## config.mk

```make
export PLATFORM = sky130hd
export DESIGN_NAME = config_stream_loader
export DESIGN_NICKNAME = d
export VERILOG_FILES = /design/src/rtl/config_stream_loader_pkg.sv /design/src/rtl/config_stream_loader_record_assembler.sv /design/src/rtl/config_stream_loader.sv
export SDC_FILE = /design/constraint.sdc
export NUM_CORES = 1
export LEC_CHECK = 0
export ABC_CLOCK_PERIOD_IN_PS = 2200
export CORE_UTILIZATION = 48
export DETAILED_ROUTE_END_ITERATION = 16
export HOLD_SLACK_MARGIN = 0.02
export PLACE_DENSITY = 0.75
export SLEW_MARGIN = 25
export SYNTH_ARGS = -nofsm -noshare
export SYNTH_HDL_FRONTEND = slang
export SYNTH_HIERARCHICAL = 1
export SYNTH_SLANG_ARGS = --single-unit
```

## constraint.sdc

```tcl
create_clock -name clk -period 2.2 [get_ports clk]
set_clock_uncertainty 0.15 [all_clocks]
set_input_delay 0.44 -clock clk [delete_from_list [all_inputs] [get_ports clk]]
set_output_delay 0.44 -clock clk [all_outputs]
set_load 0.05 [all_outputs]
```

## src/rtl/config_stream_loader_pkg.sv

```systemverilog
// Shared definitions for the configuration stream loader.
// Purpose: holds the loader FSM state type, the config_addr field layout
// and the default reserved bus addresses. The top level and the record
// assembler both import this package.
// Ports: none (package).
package config_stream_loader_pkg;

    // Loader FSM states: collect a record, present it on the bus, or sit
    // finished after the END record.
    typedef enum logic [1:0] {
        ST_RECV  = 2'd0,
        ST_WRITE = 2'd1,
        ST_DONE  = 2'd2
    } loader_state_t;

    // Field layout of config_addr as seen by the tiles.
    localparam int TILE_ID_LSB = 0;
    localparam int TILE_ID_MSB = 15;
    localparam int MOD_ID_LSB  = 16;
    localparam int MOD_ID_MSB  = 31;

    // mod_id 0 matches no module, so an all-zero address is a safe idle value.
    localparam logic [31:0] DEFAULT_IDLE_ADDR = 32'h0000_0000;
    // Address value that marks the end of the bitstream.
    localparam logic [31:0] DEFAULT_END_ADDR  = 32'hFFFF_FFFF;

    // One record is four address bytes followed by four data bytes.
    localparam int RECORD_BYTES = 8;

    // Increment that sticks at the maximum instead of wrapping.
    function automatic logic [15:0] sat_inc16(input logic [15:0] value);
        return (value == 16'hFFFF) ? value : value + 16'd1;
    endfunction

endpackage

```

## src/rtl/config_stream_loader_record_assembler.sv

```systemverilog
// config_record_assembler
// Purpose: collects the byte stream into 8-byte (address, data) records.
// Bytes arrive little-endian: bytes 0..3 form the address, 4..7 the data.
// record_valid pulses in the same cycle the eighth byte is accepted; the
// record outputs are valid only during that pulse, with the final byte
// merged in combinationally so the consumer can register the whole record
// on the very edge that accepts it.
// Ports:
//   clk, reset    - clock, synchronous active-high reset
//   in_data       - stream byte
//   byte_accept   - a byte is being accepted this cycle
//   record_valid  - eighth byte of a record accepted this cycle
//   record_addr   - assembled 32-bit address (valid with record_valid)
//   record_data   - assembled 32-bit data    (valid with record_valid)
module config_record_assembler
    import config_stream_loader_pkg::*;
(
    input  logic        clk,
    input  logic        reset,
    input  logic [7:0]  in_data,
    input  logic        byte_accept,
    output logic        record_valid,
    output logic [31:0] record_addr,
    output logic [31:0] record_data
);

    localparam logic [2:0] LAST_BYTE = 3'(RECORD_BYTES - 1);

    logic [2:0]  byte_count;
    logic [55:0] shift_reg;

    // Bytes shift in at the top so that after seven bytes byte 0 sits in
    // bits [7:0]. The counter simply wraps after the eighth byte; the next
    // record fully overwrites the shift register before it is used again.
    always_ff @(posedge clk) begin
        if (reset) begin
            byte_count <= 3'd0;
            shift_reg  <= 56'd0;
        end else if (byte_accept) begin
            byte_count <= byte_count + 3'd1;
            shift_reg  <= {in_data, shift_reg[55:8]};
        end
    end

    assign record_valid = byte_accept && (byte_count == LAST_BYTE);
    assign record_addr  = shift_reg[31:0];
    assign record_data  = {in_data, shift_reg[55:32]};

endmodule

```

## src/rtl/config_stream_loader.sv

```systemverilog
// config_stream_loader
// Purpose: configuration master for the tile array. Assembles (address,
// data) records from a byte stream and presents each one on the broadcast
// config bus for HOLD_CYCLES cycles. An END_ADDR record stops programming
// until start re-arms the loader.
// Ports:
//   clk, reset    - clock, synchronous active-high reset
//   in_data       - stream byte
//   in_valid      - stream byte valid
//   in_ready      - loader accepts a byte this cycle (RECV only)
//   start         - re-arm pulse, honoured only after completion
//   config_addr   - bus address: [15:0] tile_id, [31:16] mod_id
//   config_data   - bus data (holds its last written value)
//   config_write  - high while a write is presented
//   config_done   - END record received
//   write_count   - writes issued since arm (saturating)
module config_stream_loader
    import config_stream_loader_pkg::*;
#(
    parameter int          HOLD_CYCLES = 1,
    parameter logic [31:0] IDLE_ADDR   = DEFAULT_IDLE_ADDR,
    parameter logic [31:0] END_ADDR    = DEFAULT_END_ADDR
) (
    input  logic        clk,
    input  logic        reset,
    input  logic [7:0]  in_data,
    input  logic        in_valid,
    output logic        in_ready,
    input  logic        start,
    output logic [31:0] config_addr,
    output logic [31:0] config_data,
    output logic        config_write,
    output logic        config_done,
    output logic [15:0] write_count
);

    // Hold counter runs 0..HOLD_CYCLES-1 while in WRITE.
    localparam logic [7:0] HOLD_LAST = 8'(HOLD_CYCLES - 1);

    loader_state_t state;
    loader_state_t state_next;

    logic [7:0]  hold_count;
    logic [31:0] addr_reg;
    logic [31:0] data_reg;
    logic [15:0] write_count_reg;

    logic        byte_accept;
    logic        record_valid;
    logic [31:0] record_addr;
    logic [31:0] record_data;
    logic        record_is_end;
    logic        hold_last;

    assign byte_accept   = in_valid && in_ready;
    assign record_is_end = (record_addr == END_ADDR);
    assign hold_last     = (hold_count == HOLD_LAST);

    config_record_assembler u_assembler (
        .clk          (clk),
        .reset        (reset),
        .in_data      (in_data),
        .byte_accept  (byte_accept),
        .record_valid (record_valid),
        .record_addr  (record_addr),
        .record_data  (record_data)
    );

    // State register.
    always_ff @(posedge clk) begin
        if (reset) begin
            state <= ST_RECV;
        end else begin
            state <= state_next;
        end
    end

    // Next-state logic. A completed record goes straight to WRITE (or DONE
    // for the END record) so the bus sees it one cycle after the last byte.
    always_comb begin
        state_next = state;
        case (state)
            ST_RECV: begin
                if (record_valid) begin
                    state_next = record_is_end ? ST_DONE : ST_WRITE;
                end
            end
            ST_WRITE: begin
                if (hold_last) begin
                    state_next = ST_RECV;
                end
            end
            ST_DONE: begin
                if (start) begin
                    state_next = ST_RECV;
                end
            end
            default: state_next = ST_RECV;
        endcase
    end

    // Datapath registers. The record is captured on the same edge that
    // moves the FSM into WRITE; write_count advances on the edge that ends
    // the hold window. The END record is never captured, so config_data
    // keeps the last real write.
    always_ff @(posedge clk) begin
        if (reset) begin
            hold_count      <= 8'd0;
            addr_reg        <= IDLE_ADDR;
            data_reg        <= 32'd0;
            write_count_reg <= 16'd0;
        end else begin
            case (state)
                ST_RECV: begin
                    if (record_valid && !record_is_end) begin
                        addr_reg   <= record_addr;
                        data_reg   <= record_data;
                        hold_count <= 8'd0;
                    end
                end
                ST_WRITE: begin
                    if (hold_last) begin
                        write_count_reg <= sat_inc16(write_count_reg);
                    end else begin
                        hold_count <= hold_count + 8'd1;
                    end
                end
                ST_DONE: begin
                    if (start) begin
                        write_count_reg <= 16'd0;
                    end
                end
                default: ;
            endcase
        end
    end

    // Output decode. The address is gated by state so that any exit from
    // WRITE, including reset, returns the bus to IDLE_ADDR on that edge.
    always_comb begin
        in_ready     = 1'b0;
        config_write = 1'b0;
        config_done  = 1'b0;
        config_addr  = IDLE_ADDR;
        case (state)
            ST_RECV: begin
                in_ready = 1'b1;
            end
            ST_WRITE: begin
                config_write = 1'b1;
                config_addr  = addr_reg;
            end
            ST_DONE: begin
                config_done = 1'b1;
            end
            default: ;
        endcase
    end

    assign config_data = data_reg;
    assign write_count = write_count_reg;

endmodule

```

# ---- Yosys cells after proc, flatten, opt, wreduce, memory -nomap -nowiden
# Cells that the tools add are included.
dict set report op_classes {
  n_addsub 3
  n_eq_ne 11
  mux 16
  reduce_logical 12
}
# cell n
set ops {}
lappend ops {{$mux W16} 3}
lappend ops {{$eq A32 B32 Y1 const B} 1}
lappend ops {{$mux W32} 1}
lappend ops {{$pmux W16 S2} 1}
lappend ops {{$add A16 B1 Y16 const B} 1}
lappend ops {{$eq A16 B16 Y1 const B} 1}
lappend ops {{$mux W8} 2}
lappend ops {{$pmux W8 S2} 1}
lappend ops {{$ne A2 B2 Y1 const B} 6}
lappend ops {{$add A8 B1 Y8 const B} 1}
lappend ops {{$logic_not A8 Y1} 1}
lappend ops {{$mux W2} 4}
lappend ops {{$pmux W2 S3} 1}
lappend ops {{$reduce_and A3 Y1} 2}
lappend ops {{$reduce_and A4 Y1} 1}
lappend ops {{$reduce_bool A2 Y1} 2}
lappend ops {{$add A3 B1 Y3 const B} 1}
lappend ops {{$eq A3 B3 Y1 const B} 1}
lappend ops {{$logic_and A1 B1 Y1} 3}
lappend ops {{$mux W1} 3}
lappend ops {{$eq A2 B1 Y1 const B} 1}
lappend ops {{$eq A2 B2 Y1 const B} 1}
lappend ops {{$logic_not A2 Y1} 1}
lappend ops {{$reduce_and A2 Y1} 1}
lappend ops {{$logic_not A1 Y1} 1}
dict set report totals {
  reg_bits 149
  in_bits 12
  output_inout_bits 83
}

# ---- Logic depth before layout (Yosys ltp)
# Gate-level depths: netlist of the first run.
dict set report depth {
  depth_word 7
  depth_mapped 11
}

# ---- By module
# Netlist of the first run, hierarchy kept.
# module n_inst cells_per_inst area_each_um2
set modules_own_cells {}
lappend modules_own_cells {config_stream_loader 1 428 3940.0}
lappend modules_own_cells {config_record_assembler 1 202 2225.9}

# ---- Worst setup path after synthesis of the first run
# Ideal clock, no wire load.
dict set report synth_timing {
  path_type {reg-to-reg}
  start {reg state[1]}
  end {reg data_reg[0], in the netlist config_data[0]}
  setup_time_ns 0.128
  t_arrival_ns 2.783
  setup_slack_ns -0.860
  path_stages_with_launch 12
  period_less_slack_ns 3.060
  path_cell_list {dfxtp_1 nor2_1 and2_1 buf_6 buf_12 and2_1 nand2_1 a21oi_1 buf_2 buf_2 mux2i_1 nor2_1}
}
dict set report synth_via {
  elab_chain_cells 6
}
# item line_no
set synth_lines {}
lappend synth_lines {{start, declared} config_stream_loader.sv:40} ;# loader_state_t state;
lappend synth_lines {{start signal, assigned} config_stream_loader.sv:74} ;# state <= state_next;
lappend synth_lines {{$logic_not A2 Y1} config_stream_loader.sv:145} ;# case (state)
lappend synth_lines {{$mux W1} config_stream_loader.sv:145}
lappend synth_lines {{via in_ready} config_stream_loader.sv:28} ;# output logic in_ready,
lappend synth_lines {{$logic_and A1 B1 Y1} config_stream_loader.sv:55} ;# assign byte_accept = in_valid && in_ready;
lappend synth_lines {{via byte_accept} config_stream_loader.sv:48} ;# logic byte_accept;
lappend synth_lines {{$logic_and A1 B1 Y1} config_stream_loader_record_assembler.sv:45} ;# assign record_valid = byte_accept && (byte_count == LAST_BYTE);
lappend synth_lines {{via record_valid} config_stream_loader.sv:49} ;# logic record_valid;
lappend synth_lines {{$logic_and A1 B1 Y1} config_stream_loader.sv:115} ;# if (record_valid && !record_is_end) begin
lappend synth_lines {{$reduce_and A2 Y1 (no source line)} n/a}
lappend synth_lines {{end signal, assigned} config_stream_loader.sv:117} ;# data_reg <= record_data;
lappend synth_lines {{end, declared} config_stream_loader.sv:45} ;# logic [31:0] data_reg;
# The timed path passes the listed nets, and every way through them passes these cells.
# A chain may end at the register's enable or synchronous reset.

# ---- Final worst setup path of the first run
dict set report layout_timing {
  start {reg data_reg[19], in the netlist config_data[19]}
  end {out config_data[19]}
}
# item line_no
set layout_rtl {}
lappend layout_rtl {{end, declared} config_stream_loader.sv:31} ;# output logic [31:0] config_data,
# No word-level cell between the ends.

==> results.cfg, run 1 <==
[sta]
finalMaxSlewViolations = 0
max_freq_mhz = 463
max-slew-margin-rel_pct = 56.0
period_share_pct = 98.2
fin_crit_ns = 2.16
setup_violations = 0
hold_viol = 0
whs_ns = 0.254
rsz0062_at_grt = true
worst_pin_slew_ns = 0.660

[clock_network]
cts.path.max_buffers = 2
cts-root-buf = clkbuf_16
clk_latency_ns = 0.41
cts_tree = done
htree_levels = 4
cts.sinks = 149
postCtsHoldBufs = 0
path_clk_slew_ns = 0.06
cts_inserted_buffers = 17

[routing]
wirelength_um = 13300
vias = 4739
wl_per_cell_um = 14.7
drc = 0
via_per_inst = 5.22
ant_nets = 0
drt-initial-drc-count = 269
drt-pass1-iter-count = 4

[synth]
ys_async_sr_fraction_pct = 0
yosysSeqAreaShare_pct = 48.4
syn_area_per_cell_um2 = 9.79
synth_edf_count = 0
synth_area_leaders = dfxtp_1 48%, mux2i_1 20%, nor2_1 8.0%, and2_1 3.4%, buf_8 1.2%
synth_top_area_share_pct = 48.4
post-synth-top-area-cell = dfxtp_1
synth_cell_types = 48
syn_inst = 630
ys.flop_type = dfxtp_1
synth-warning-count = 6
synth_seq_cells = 149
syn-num-nets = 647
synthesis.area_um2 = 6170

[status]
outcome = finished clean

[final_layout]
largest_reg_flops = 56
diodes = 0
layout.nets = 739
layout-drive-gt1-share_pct = 17.1
area_delta_synth_final_pct = 35.8
fillers = 953
final_area_um2 = 8370

[critical_path]
crit_path_start_kind = register
critPathBufInv = 1
cpPeakStageDelay_ns = 0.81
crit_chain = clkdlybuf4s50_1
cp.required_ns = 1.61
path_class = register to primary output
cp_slowest_cell = clkdlybuf4s50_1
cp-end-kind = primary output
worst_ep_arrival_time_ns = 1.57
cp_max_fo = 2
critPathTopFamily = buffers and inverters

[pwr]
comb_power_share_pct = 2.6
power_density_nw_per_um2 = 733
power.internal_w = 0.00496
switching_share_pct = 19.1
irDropWorstVdd_mv = 0.642
seq_power_share_pct = 44.7
power_w = 0.00614
p_leak_nw = 3.45
p_switching_w = 0.00117
p_clk_share_pct = 52.7

[grt]
grt_pass1_wl_um = 21900
grt_pass1_vias = 4512
grt_overflow = 0
antenna_found_initial = 0
grt_max_degree = 151
grt.total_usage_pct = 21.0

[flow_run]
drv_cap = 0

[floorplan]
coreArea_um2 = 12600
die_y_um = 115
std_cell_rows = 41
start_util_pct = 49.1
num_io_pins = 95
dieArea_um2 = 13300
dieWidth_um = 115

[worst_hold_path]
min_path_type = primary input to register

[placement]
gp_congestion = 0.777
dpl.hpwl_um = 8680
io_buffer_count = 94
postPlaceCellArea_um2 = 7540
[worst paths after layout]
path                      to  cells after the start  slack (ns)       startpoint
max          config_data[19]                      1        0.04  config_data[19]
min          write_count[10]                      3        0.25            reset
max reg2reg  write_count[15]                      7        0.08   write_count[1]
min reg2reg   write_count[4]                      1        0.32   write_count[4]
[area by class of cell]
type                       instances  area [um^2]  share of cell area, %
clock inverter                     6          134                   1.60
multi-input combinational        429         2930                   35.1
tap                              172          215                   2.57
inverter                           6         38.8                  0.463
clock buffer                      26          549                   6.56
sequential                       149         2990                   35.7
timing repair buffer             119         1510                   18.0
[kinds of logic (layout without fill, tap and decap cells)]
group	Yosys count	after routing	synth area share, %
adder cells (fa/ha/maj)	5	5	1.01
buffers and inverters	52	157	5.40
multiplexers	123	123	20.0
AND/OR/NAND/NOR	245	245	19.3
AO/OA/AOI/OAI	54	54	5.68
flip-flops	149	149	48.4
XOR/XNOR	2	2	0.284
[placed cells by master, fill, tap and decap left out, drive strengths merged, types with 3 or more instances in the layout]
cell type      instances
mux2i                122
bufinv                 4
nand3                  6
nor2b                 11
dlygate4sd2           10
inv                    6
a31oi                  3
o21ai                 19
nand2b                 8
dfxtp                149
nor4                   3
nor3                   5
a21oi                 11
nand2                 16
nor2                 132
dlymetal6s2s          12
o31ai                  8
clkbuf                26
clkdlybuf4s50         32
nand4                 12
a311oi                 3
and3                   8
ha                     5
or3                    4
and2                  34
buf                   65
[power by group through the flow]
stage	sequential (W)	clock (W)	combinational (W)
2_1_floorplan	0.00279	0	0.000143
3_3_place_gp	0.00280	0	0.000154
3_5_place_dp	0.00280	0	0.000160
4_1_cts	0.00274	0.00328	0.000161
5_1_grt	0.00274	0.00341	0.000173
6_report	0.00274	0.00324	0.000160
[metal layers]
metal	routed length [um]	vias up	global-route usage (%)	part of all wire, %
met1	6010	2256	25.9	45
met3	649	10	5.27	4.9
met2	6550	129	35.0	49
met4	115	0	8.31	0.86
li1	-	2344	-	-
met5	0	-	0	0
[repair_timing]
item,in CTS,in global routing
pin swaps,0,3
endpoints found under the setup margin,46,54
gates resized for setup,18,22
setup buffers,0,7
[synthesized netlist by cell type (all sizes together), types with 3 or more instances]
cell type and instances:
or3 4, dfxtp 149, nor4 3, nor3 5
and3 8, o21ai 19, mux2i 122, a21oi 11
and2 34, clkbuf 18, nand2b 8, a311oi 3
nor2b 11, a31oi 3, nand4 12, ha 5
inv 6, buf 28, nand3 6, nand2 16
nor2 132, o31ai 8
[stage by stage]
| step | utilization, % | std cells | setup WS [ns] | setup TNS [ns] |
|---|---|---|---|---|
| 3_3_place_gp | 60.0 | 868 | -0.0809 | -3.64 |
| 3_5_place_dp | 60.0 | 868 | -0.138 | -6.14 |
| 6_report | 66.6 | 907 | 0.0393 | 0 |
| 5_1_grt | 66.6 | 907 | -0.00449 | -0.00558 |
| 2_1_floorplan | - | 630 | -0.155 | -5.60 |
| 4_1_cts | 65.6 | 900 | 0.00379 | 0 |
Power figures use the tool's default switching activity.
==> run 2: changes to the inputs <==
Settings changed: CORE_ASPECT_RATIO from default to 0.8, SLEW_MARGIN 25 to default.
==> run 2 against run 1 <==
Compared with the run above:
- first-iteration DRC count up 60%
- combinational power about the same
- flip-flop and latch count unchanged
- power down 10%
- via count up 1.4%
- sequential share of layout area up 0.48 points
- maximum frequency up 0.15%
- non-clock buffer count up 4
- die area about the same
- critical path type unchanged
- highest routed layer unchanged
==> results.cfg, run 2 (synthesized netlist as in run 1, its figures left out) <==
[status]
outcome = finished clean

[placement]
gp_congestion = 0.808
dp_cells = 869
dpl.hpwl_um = 8960
postPlaceCellArea_um2 = 7580
io_buffer_count = 94

[critical_path]
worst_ep_arrival_time_ns = 1.57
cp_max_fo = 17
r2r-end = hold_count[5]
cp.depth = 5
crit_path_start_kind = register
critical_path.startpoint = state[1]
cp-end-kind = primary output
cp.required_ns = 1.61
critPathTopFamily = buffers and inverters
r2r-start = u_assembler/shift_reg[29]
crit_chain = nand2b_4 -> inv_6 -> clkbuf_16 -> and2_1 -> buf_12
path_class = register to primary output
r2r_cells = 7
cp-endpoint = config_addr[25]
cpPeakStageDelay_ns = 0.37
cp_slowest_cell = dfxtp_2
critPathBufInv = 3
rrSetupSlack_ns = 0.07

[final_layout]
instances_no_fill = 909
diodes = 0
largest_reg_flops = 56
layout-drive-gt1-share_pct = 17.5
final_area_um2 = 8270
final_util_pct = 67.0
final_cell_mix = 141 x dfxtp_1, 131 x nor2_1, 122 x mux2i_1
multi_input_comb_area_um2 = 2910
regArea_um2 = 2990
layout.nets = 743
fillers = 966
final_common_cell = dfxtp_1
area_delta_synth_final_pct = 34.1

[sta]
fin_crit_ns = 2.16
hold_viol = 0
worst_pin_slew_ns = 0.695
max-slew-margin-rel_pct = 53.7
max_freq_mhz = 463
setup-tns-final_ns = 0
setup_violations = 0
finalMaxSlewViolations = 0
period_share_pct = 98.1

[worst_hold_path]
min_path_type = primary input to register
hold-path-cell-count = 3

[clock_network]
cts_tree = done
htree_levels = 4
cts.path.max_buffers = 2
path_clk_slew_ns = 0.06
postCtsHoldBufs = 0
cts.sinks = 149
clk_latency_ns = 0.42
cts-root-buf = clkbuf_16
cts_inserted_buffers = 17

[routing]
via_per_inst = 5.29
drt-pass1-iter-count = 6
wirelength_um = 14100
wl_per_cell_um = 15.6
drc = 0
drt-initial-drc-count = 430
ant_nets = 0
vias = 4807

[floorplan]
dieWidth_um = 129
std_cell_rows = 36
num_io_pins = 95
die_y_um = 103
coreArea_um2 = 12300
dieArea_um2 = 13300
start_util_pct = 50.0

[pwr]
irDropWorstVdd_mv = 0.556
power_density_nw_per_um2 = 665
power_w = 0.00550
p_leak_nw = 3.46

[flow_run]
drv_cap = 0

[grt]
grt_pass1_vias = 4340
grt_pass1_wl_um = 22000
grt_overflow = 0
grt_max_degree = 151
grt.total_usage_pct = 21.3
antenna_found_initial = 0
-- run 2: tightest hold or removal path, stage by stage --
cell and delay [ns]:
buf_4 0.11, or4_4 0.18, o21ai_1 0.07
-- run 2: worst min path at each step --
stage	from	endpoint	slack (ns)
2_1_floorplan	state[0]	state[1]	0.29
3_3_place_gp	state[0]	state[1]	0.30
3_5_place_dp	state[0]	state[1]	0.31
4_1_cts	write_count[4]	write_count[4]	0.34
5_1_grt	reset	write_count[0]	0.27
6_report	reset	write_count[0]	0.28
-- run 2: layer usage --
layer	part of all wire (%)	up-vias	global-route usage (%)
li1	-	2339	-
met1	47	2289	28.8
met2	46	169	32.8
met3	5.3	10	5.50
met4	0.87	0	7.87
met5	0	-	0
-- run 2: power by group --
| part | leakage, nW | internal (W) | switching (W) |
|---|---|---|---|
| clock network | 0.254 | 0.00149 | 0.00111 |
| logic | 2.00 | 0.0000667 | 0.0000902 |
| registers | 1.21 | 0.00272 | 0.0000196 |
| total | 3.46 | 0.00428 | 0.00122 |
-- run 2: timing repair --
item	in CTS	in global routing
pin swaps	0	2
buffers inserted	0	8
endpoints found under the setup margin	45	64
resized for setup	16	26
cloned	0	1
-- run 2: final cells by class --
class	count	share of cell area [%]
sequential	149	36.2
clock buffer	20	5.53
tap	171	2.59
multi-input combinational	429	35.2
inverter	6	0.333
clock inverter	11	0.923
timing repair buffer	123	19.2
-- run 2: metrics by stage --
step,hold slack [ns],setup WS [ns]
global placement,0.299,-0.134
floorplan,0.294,-0.155
finish,0.277,0.0425
global route,0.273,-0.0377
CTS,0.340,0.00209
detailed placement,0.308,-0.156
